[src/rtl/pipeline_ctrl_pkg.sv]
// Shared types for the pipeline stall/flush sequencer.
// Stage enables are bundled as {load, flush} pairs.
package pipeline_ctrl_pkg;

  typedef enum logic [1:0] {
    RUN,
    ISTALL,
    DSTALL
  } pctrl_state_e;

  typedef struct packed {
    logic load;
    logic flush;
  } stage_ctrl_t;

  localparam stage_ctrl_t STG_RUN  = '{load: 1'b1, flush: 1'b0};
  localparam stage_ctrl_t STG_HOLD = '{load: 1'b0, flush: 1'b0};
  localparam stage_ctrl_t STG_BUB  = '{load: 1'b1, flush: 1'b1};

endpackage

[src/rtl/pipeline_ctrl_load_use.sv]
// Load-use hazard compare between ID/EX load and IF/ID sources.
// x0 never creates a hazard.
module load_use_detect (
  input  logic       id_ex_is_load,
  input  logic [4:0] id_ex_rd,
  input  logic [4:0] if_id_rs1,
  input  logic [4:0] if_id_rs2,
  input  logic       if_id_use_rs1,
  input  logic       if_id_use_rs2,
  output logic       lduse
);

  logic hit1;
  logic hit2;

  assign hit1 = if_id_use_rs1 && (if_id_rs1 == id_ex_rd);
  assign hit2 = if_id_use_rs2 && (if_id_rs2 == id_ex_rd);

  assign lduse = id_ex_is_load && (id_ex_rd != 5'd0)
               && (hit1 || hit2);

endmodule

[src/rtl/pipeline_ctrl.sv]
// Stall/flush sequencer for the 5-stage RV32I pipeline.
// Holds a deferred redirect across fetch waits; keeps perf counters.
module pipeline_ctrl
  import pipeline_ctrl_pkg::*;
#(
  parameter int CNT_W = 32
) (
  input  logic             clk,
  input  logic             rst,
  input  logic             imem_req,
  input  logic             imem_resp,
  input  logic             dmem_req,
  input  logic             dmem_resp,
  input  logic             id_ex_is_load,
  input  logic [4:0]       id_ex_rd,
  input  logic [4:0]       if_id_rs1,
  input  logic [4:0]       if_id_rs2,
  input  logic             if_id_use_rs1,
  input  logic             if_id_use_rs2,
  input  logic             br_taken_ex,
  input  logic [31:0]      br_target_ex,
  output logic             load_pc,
  output logic             load_if_id,
  output logic             load_id_ex,
  output logic             load_ex_mem,
  output logic             load_mem_wb,
  output logic             flush_if_id,
  output logic             flush_id_ex,
  output logic             pc_redir_valid,
  output logic [31:0]      pc_redir_target,
  output logic [CNT_W-1:0] cnt_istall,
  output logic [CNT_W-1:0] cnt_dstall,
  output logic [CNT_W-1:0] cnt_lduse,
  output logic [CNT_W-1:0] cnt_flush
);

  pctrl_state_e state_q;
  pctrl_state_e state_n;
  stage_ctrl_t  if_id_c;
  stage_ctrl_t  id_ex_c;
  logic         redir_pend;
  logic         pend_n;
  logic [31:0]  redir_tgt;
  logic [31:0]  tgt_n;
  logic         dstall;
  logic         istall;
  logic         redir;
  logic         lduse;
  logic         lduse_bub;
  logic         pipe_run;

  assign dstall = dmem_req && !dmem_resp;
  assign istall = imem_req && !imem_resp;
  assign redir  = br_taken_ex && !dstall;

  load_use_detect u_lud (
    .id_ex_is_load (id_ex_is_load),
    .id_ex_rd      (id_ex_rd),
    .if_id_rs1     (if_id_rs1),
    .if_id_rs2     (if_id_rs2),
    .if_id_use_rs1 (if_id_use_rs1),
    .if_id_use_rs2 (if_id_use_rs2),
    .lduse         (lduse)
  );

  always_ff @(posedge clk) begin
    if (rst) begin
      state_q    <= RUN;
      redir_pend <= 1'b0;
      redir_tgt  <= '0;
    end else begin
      state_q    <= state_n;
      redir_pend <= pend_n;
      redir_tgt  <= tgt_n;
    end
  end

  always_comb begin
    state_n         = dstall ? DSTALL : istall ? ISTALL : RUN;
    load_pc         = 1'b1;
    if_id_c         = STG_RUN;
    id_ex_c         = STG_RUN;
    pipe_run        = 1'b1;
    pc_redir_valid  = 1'b0;
    pc_redir_target = '0;
    pend_n          = redir_pend;
    tgt_n           = redir_tgt;
    lduse_bub       = 1'b0;
    if (rst) begin
      load_pc  = 1'b0;
      if_id_c  = STG_HOLD;
      id_ex_c  = STG_HOLD;
      pipe_run = 1'b0;
      pend_n   = 1'b0;
      tgt_n    = '0;
    end else if (dstall) begin
      load_pc  = 1'b0;
      if_id_c  = STG_HOLD;
      id_ex_c  = STG_HOLD;
      pipe_run = 1'b0;
    end else if (redir) begin
      if_id_c = STG_BUB;
      id_ex_c = STG_BUB;
      pend_n  = istall;
      if (istall) begin
        load_pc = 1'b0;
        tgt_n   = br_target_ex;
      end else begin
        pc_redir_valid  = 1'b1;
        pc_redir_target = br_target_ex;
      end
    end else if (redir_pend) begin
      // fetched word is wrong-path; only ID/EX still sees hazards
      if_id_c   = STG_BUB;
      id_ex_c   = lduse ? STG_BUB : STG_RUN;
      lduse_bub = lduse;
      if (imem_resp) begin
        pc_redir_valid  = 1'b1;
        pc_redir_target = redir_tgt;
        pend_n          = 1'b0;
      end else begin
        load_pc = 1'b0;
      end
    end else if (lduse) begin
      load_pc   = 1'b0;
      if_id_c   = STG_HOLD;
      id_ex_c   = STG_BUB;
      lduse_bub = 1'b1;
    end else if (istall) begin
      load_pc = 1'b0;
      if_id_c = STG_BUB;
    end
  end

  assign load_if_id  = if_id_c.load;
  assign flush_if_id = if_id_c.flush;
  assign load_id_ex  = id_ex_c.load;
  assign flush_id_ex = id_ex_c.flush;
  assign load_ex_mem = pipe_run;
  assign load_mem_wb = pipe_run;

  always_ff @(posedge clk) begin
    if (rst) begin
      cnt_istall <= '0;
      cnt_dstall <= '0;
      cnt_lduse  <= '0;
      cnt_flush  <= '0;
    end else begin
      if (state_n == DSTALL) cnt_dstall <= cnt_dstall + CNT_W'(1);
      if (state_n == ISTALL) cnt_istall <= cnt_istall + CNT_W'(1);
      if (lduse_bub)         cnt_lduse  <= cnt_lduse + CNT_W'(1);
      if (redir)             cnt_flush  <= cnt_flush + CNT_W'(1);
    end
  end

  // a pending redirect only ever starts inside a fetch wait
  a_pend_rise : assert property (@(posedge clk) disable iff (rst)
    $rose(redir_pend) |-> state_q == ISTALL);

endmodule

[config.mk]
export PLATFORM = sky130hd
export DESIGN_NAME = pipeline_ctrl
export DESIGN_NICKNAME = d
export VERILOG_FILES = /design/src/rtl/pipeline_ctrl_pkg.sv /design/src/rtl/pipeline_ctrl_load_use.sv /design/src/rtl/pipeline_ctrl.sv
export SDC_FILE = /design/constraint.sdc
export NUM_CORES = 1
export LEC_CHECK = 0
export CAP_MARGIN = 20
export CORE_UTILIZATION = 44
export DETAILED_ROUTE_END_ITERATION = 12
export PLACE_DENSITY = 0.77
export SLEW_MARGIN = 20
export SYNTH_ARGS = -nofsm -noshare
export SYNTH_HDL_FRONTEND = slang
export SYNTH_SLANG_ARGS = --single-unit
[constraint.sdc]
create_clock -name clk -period 2.12 [get_ports clk]
set_input_delay 0.424 -clock clk [delete_from_list [all_inputs] [get_ports clk]]
set_output_delay 0.424 -clock clk [all_outputs]
set_load 0.05 [all_outputs]
-- Word level (Yosys, flattened, before mapping)
Index checks and enable logic that the tools add are counted.
Widths: inputs -> output; s select.
- logic and storage cells: 67
- bits in registers: 161
- output and inout bits: 168
- input port bits: 57
- bitwise gates (word level): 1
- add/subtract/negate cells: 4
- muxes and demuxes: 39
- reductions and logical operators: 13
- equal/unequal tests: 4
- operator list (operator ; number):
    $mux 32 ; 6
    $add 32x1->32 const B ; 4
    $mux 1 ; 25
    $mux 2 ; 8
    $eq 5x5->1 ; 2
    $logic_and 1x1->1 ; 7
    $reduce_bool 5->1 ; 1
    $logic_not 1->1 ; 3
    $reduce_and 3->1 ; 1
    $eq 2x1->1 const B ; 1
    $eq 2x2->1 const B ; 1
    $logic_or 1x1->1 ; 1
    $not 1->1 ; 1

-- Depth between registers and ports, before layout
- depth after elaboration: 9
- gate-level depth with buffers: 8

-- Hierarchy
Synthesis repeated with hierarchy kept, for this count alone.
- cells, all modules: 964
- area, all modules: 7646.1 um2
- modules (own cells, without submodules) (module ; instances ; cells an instance ; area an instance (um2) ; sequential area each (um2)):
    pipeline_ctrl ; 1 ; 947 ; 7512.2 ; 3223.1
    load_use_detect ; 1 ; 17 ; 133.9 ; 0.0

-- Least setup slack after synthesis
No wires, ideal clock.
- kind: input port to output port
- start point: input port dmem_resp
- end point: output port pc_redir_target[31]
- arrival: 2689 ps
- cell stages on the path: 6
- path slack: -993 ps
- path through: nand2b_1 > nand2b_1 > clkbuf_1 > inv_1 > nand2_1 > a211oi_1
- word-level cells in the longest chain between the ends: 7
- ends and longest elaborated chain (what ; line ; RTL):
    from (decl) ; pipeline_ctrl.sv:13 ; input logic dmem_resp,
    $logic_not 1->1 (*) ; pipeline_ctrl.sv:52 ; assign dstall = dmem_req && !dmem_resp;
    $logic_and 1x1->1 (*) ; pipeline_ctrl.sv:52 ;
    $logic_not 1->1 ; pipeline_ctrl.sv:54 ; assign redir = br_taken_ex && !dstall;
    $logic_and 1x1->1 ; pipeline_ctrl.sv:54 ;
    $mux 32 ; pipeline_ctrl.sv:101 ; end else if (redir) begin
    $mux 32 (*) ; pipeline_ctrl.sv:96 ; end else if (dstall) begin
    $mux 32 (*) ; pipeline_ctrl.sv:89 ; if (rst) begin
    to (decl) ; pipeline_ctrl.sv:30 ; output logic [31:0] pc_redir_target,
Mark *: on every way between the ends. The rest lies on a longest branch, timed or not.

-- Worst setup path in the final report
- start point: input port id_ex_rd[4]
- end point: output port load_if_id
- word-level cells in the longest chain between the ends: 9
- elaborated cells on any way between the ends: 13
- those cells by class: 2 x eq/ne; 5 x mux; 6 x reduce/logical
- ends and longest elaborated chain (what ; line ; RTL):
    from (decl) ; pipeline_ctrl.sv:15 ; input logic [4:0] id_ex_rd,
    $eq 5x5->1 (on tied branches) ; pipeline_ctrl_load_use.sv:16, pipeline_ctrl_load_use.sv:17 ;
    $logic_and 1x1->1 (on tied branches) ; pipeline_ctrl_load_use.sv:16, pipeline_ctrl_load_use.sv:17 ;
    $logic_or 1x1->1 ; pipeline_ctrl_load_use.sv:20 ; && (hit1 || hit2);
    $logic_and 1x1->1 (*) ; pipeline_ctrl_load_use.sv:20 ;
    $mux 2 (*) ; pipeline_ctrl.sv:124 ; end else if (lduse) begin
    $mux 2 (*) ; pipeline_ctrl.sv:112 ; end else if (redir_pend) begin
    $mux 2 (*) ; pipeline_ctrl.sv:101 ;
    $mux 2 (*) ; pipeline_ctrl.sv:96 ;
    $mux 2 (*) ; pipeline_ctrl.sv:89 ;
    to (decl) ; pipeline_ctrl.sv:23 ; output logic load_if_id,
Marked as above.

==> run summary <==
Worst slew pin tran - 671 ps
Crit path max fanout - 3
Via-to-Cell Ratio - 5.67
Worst Hold Launch - redir_tgt[23]$_SDFFE_PP0P_
Vias - 8655
Endpoint class of the critical path - output port
Total negative setup slack - -190 ps
I/O Buffers - 224
Share of cells above drive strength 1 - 25.7%
Seq/Total Area, Yosys - 40.1%
DRT Wirelength - 25.5 mm
Pleak - 4.86 nW
Cell Area, Synth - 0.00804 mm²
Worst setup margin - -65.5 ps
Initial antenna violation count - 2
Distinct cells, synth - 49
Post-CTS Hold Fix Bufs - 0
Predominant post-synthesis flop cell - dfxtp_1
Worst Hold Depth - 2
Worst VDD drop - 0.000533 V
Layout net count - 1344
Largest net degree at the start of global routing - 64
FF-to-FF setup slack - 120 ps
Drt wl/cell - 16.7 µm
Drc violations - 0
CTS tree - built
Run status - finished with violations
R2R cell count - 6
Global-route wire length before repair - 39.6 mm
Met2 GRT Util - 44.0%
IO Count - 225
Worst path bufs/invs - 3
Fin. Hold Viols - 0
Hold Path Sink - redir_tgt[23]$_SDFFE_PP0P_
FFs w/ async S/R, synth - 0%
GRT met1 Usage - 33.8%
Failing checks - negative setup slack
R2r endpoint - cnt_lduse[11]$_SDFFE_PP0P_
Die H - 137 µm
CORE AREA - 0.0179 mm²
Grt met3 use - 6.11%
Final Cycle Share - 103%
Critical path required time - 1700 ps
Synthesized Nets - 1078
Arrival @ worst endpoint - 1760 ps
FP Rows - 49
Synth warn - 0
FF-to-FF Start - cnt_lduse[4]$_SDFFE_PP0P_
Critical path's slowest cell - or4_4
Post-Synthesis Cells - 1017
Final setup vio count - 3
Crit-path cells - buf_6 -> or4_4 -> o21ai_4 -> nor2_4 -> buf_6 -> a21oi_4 -> buf_12
Pins over their slew limit - 0
Global-route usage over all layers - 26.4%
F_max - 0.458 GHz
GR peak layer - met2
Crit path max-delay family - simple AND/OR/NAND/NOR gates
Post-Synthesis Mean Instance Area - 7.90 µm²
Final Wtd Congestion - 0.815
Detail Route Antenna Nets - 0
PD cells - 551 mW/mm²
Most common cell after layout, fill and taps aside - nand2_1
CTS clock-pin slew for the worst setup and hold paths - 60 ps
Worst skew pair latency - 420 ps
RSZ-0062 raised after global routing - yes
Vias in the first global route - 8037
Highest-count cells in the layout ignoring fill and taps - nand2_1 (140), dfxtp_1 (125), clkdlybuf4s50_1 (99)
Design area - 0.0127 mm²
Root Buffer - clkbuf_16
Final HPWL DP - 16.6 mm
Final min period - 2190 ps
Num CTS Buffers - 17
Sink Count - 161
Crit Path Class - input port to output port
Area post-placement - 0.0115 mm²
Iter 0 DRT Violations - 561
Area delta synth->final - 58.1%
Pre-Repair DR Iteration Count - 5
Worst stage delay on the critical path - 560 ps
Die width - 137 µm
Maxcap violations - 0
Clk buf depth - 2
GRT overflow - 0
Post-synth EDFFs - 0
Fin Clk Skew - 13.4 ps
Relative slew margins - 55.3%
Synth Register Bits - 161
H-tree depth - 4
Crit start category - input port
Worst Hold Class - flip-flop to flip-flop
Crit path top cell by count - buf_6
Initial Utilization - 44.9%
Die area - 0.0188 mm²
[repair_timing]
action                     CTS  global route
setup buffers                7             0
gates resized for setup    178            52
gates cloned                 6             0
pin swaps                   28            16
setup endpoints to repair  119            58
[Yosys cell counts (all sizes together) (2+ instances only)]
| master | number | area (µm²) |
|---|---|---|
| nor4 | 43 | 353 |
| or3 | 17 | 106 |
| o21ba | 2 | 20.0 |
| nor3 | 16 | 91.3 |
| and3 | 9 | 56.3 |
| o31a | 2 | 17.5 |
| o21ai | 21 | 105 |
| xnor2 | 55 | 482 |
| buf | 16 | 83.8 |
| o31ai | 19 | 143 |
| o21a | 2 | 15.0 |
| o41ai | 3 | 26.3 |
| inv | 18 | 67.6 |
| and4 | 16 | 143 |
| nand4 | 34 | 219 |
| or4b | 5 | 50.1 |
| ha | 4 | 50.1 |
| nand2 | 144 | 543 |
| and2 | 11 | 68.8 |
| dfxtp | 161 | 3220 |
| a21oi | 111 | 556 |
| nor2b | 7 | 43.8 |
| nor4b | 2 | 17.5 |
| or4 | 23 | 176 |
| mux2 | 5 | 56.3 |
| nand2b | 5 | 31.3 |
| xor2 | 33 | 289 |
| nor2 | 100 | 375 |
| nand3 | 73 | 365 |
| clkbuf | 53 | 201 |
[cell type report]
class,instances,area (µm²)
Antenna cell,2,5.00
Clock buffer,20,457
Clock inverter,12,124
Fill cell,1357,5200
Inverter,18,71.3
Multi-Input combinational cell,769,5180
Sequential cell,161,3270
Tap cell,229,287
Timing Repair Buffer,316,3310
[routing by layer]
| metal | routed length (µm) | share of wire, % | vias to the layer above |
|---|---|---|---|
| li1 | - | - | 4127 |
| met1 | 11100 | 43 | 4218 |
| met2 | 12400 | 49 | 279 |
| met3 | 1560 | 6.1 | 31 |
| met4 | 422 | 1.7 | 0 |
| met5 | 0 | 0 | - |
[where the power goes]
group | internal (W) | switching, W
registers | 0.00305 | 0.0000235
logic | 0.000364 | 0.000510
clock network | 0.00171 | 0.00134
total | 0.00512 | 0.00188
[stage by stage]
step	std cells	setup slack (ps)	total power, W	hold WS [ps]	utilization (%)
floorplan	1017	-99.1	0.00358	437	-
global placement	1482	-650	0.00391	442	64.3
detailed placement	1482	-710	0.00392	447	64.3
CTS	1525	-105	0.00703	457	70.1
global route	1526	-101	0.00724	476	71.0
finish	1527	-65.5	0.00700	459	71.0
[flip-flops by register name, indices dropped and copies added (netlist names)]
name	count
cnt_lduse	32
cnt_flush	32
cnt_istall	32
redir_tgt	32
cnt_dstall	32
redir_pend	1
[worst register-to-register path, cell delays in order (launching register included)]
cell,delay [ps]
dfxtp_2,390
nand4_1,260
nor2_2,260
nand4_1,250
buf_4,240
or4_1,400
a21oi_1,140
[worst max path at each step]
stage / cells past startpoint / from / slack, ps / endpoint
2_1_floorplan: 7 / id_ex_rd[1] / -100 / flush_id_ex
3_3_place_gp: 9 / id_ex_rd[2] / -650 / flush_if_id
3_5_place_dp: 7 / id_ex_rd[1] / -710 / cnt_lduse[31]$_SDFFE_PP0P_
4_1_cts: 7 / id_ex_rd[4] / -100 / load_if_id
5_1_grt: 7 / id_ex_rd[4] / -100 / load_if_id
6_report: 7 / id_ex_rd[4] / -70 / load_if_id
[cells by family after synthesis]
group,after synthesis,share of synthesized area (%)
multiplexers,5,0.701
XOR/XNOR,88,9.59
adder cells (fa/ha/maj),4,0.623
buffers and inverters,87,4.39
AND/OR/NAND/NOR,508,33.2
flip-flops,161,40.1
AO/OA/AOI/OAI,164,11.4
Power figures use the tool's default switching activity.
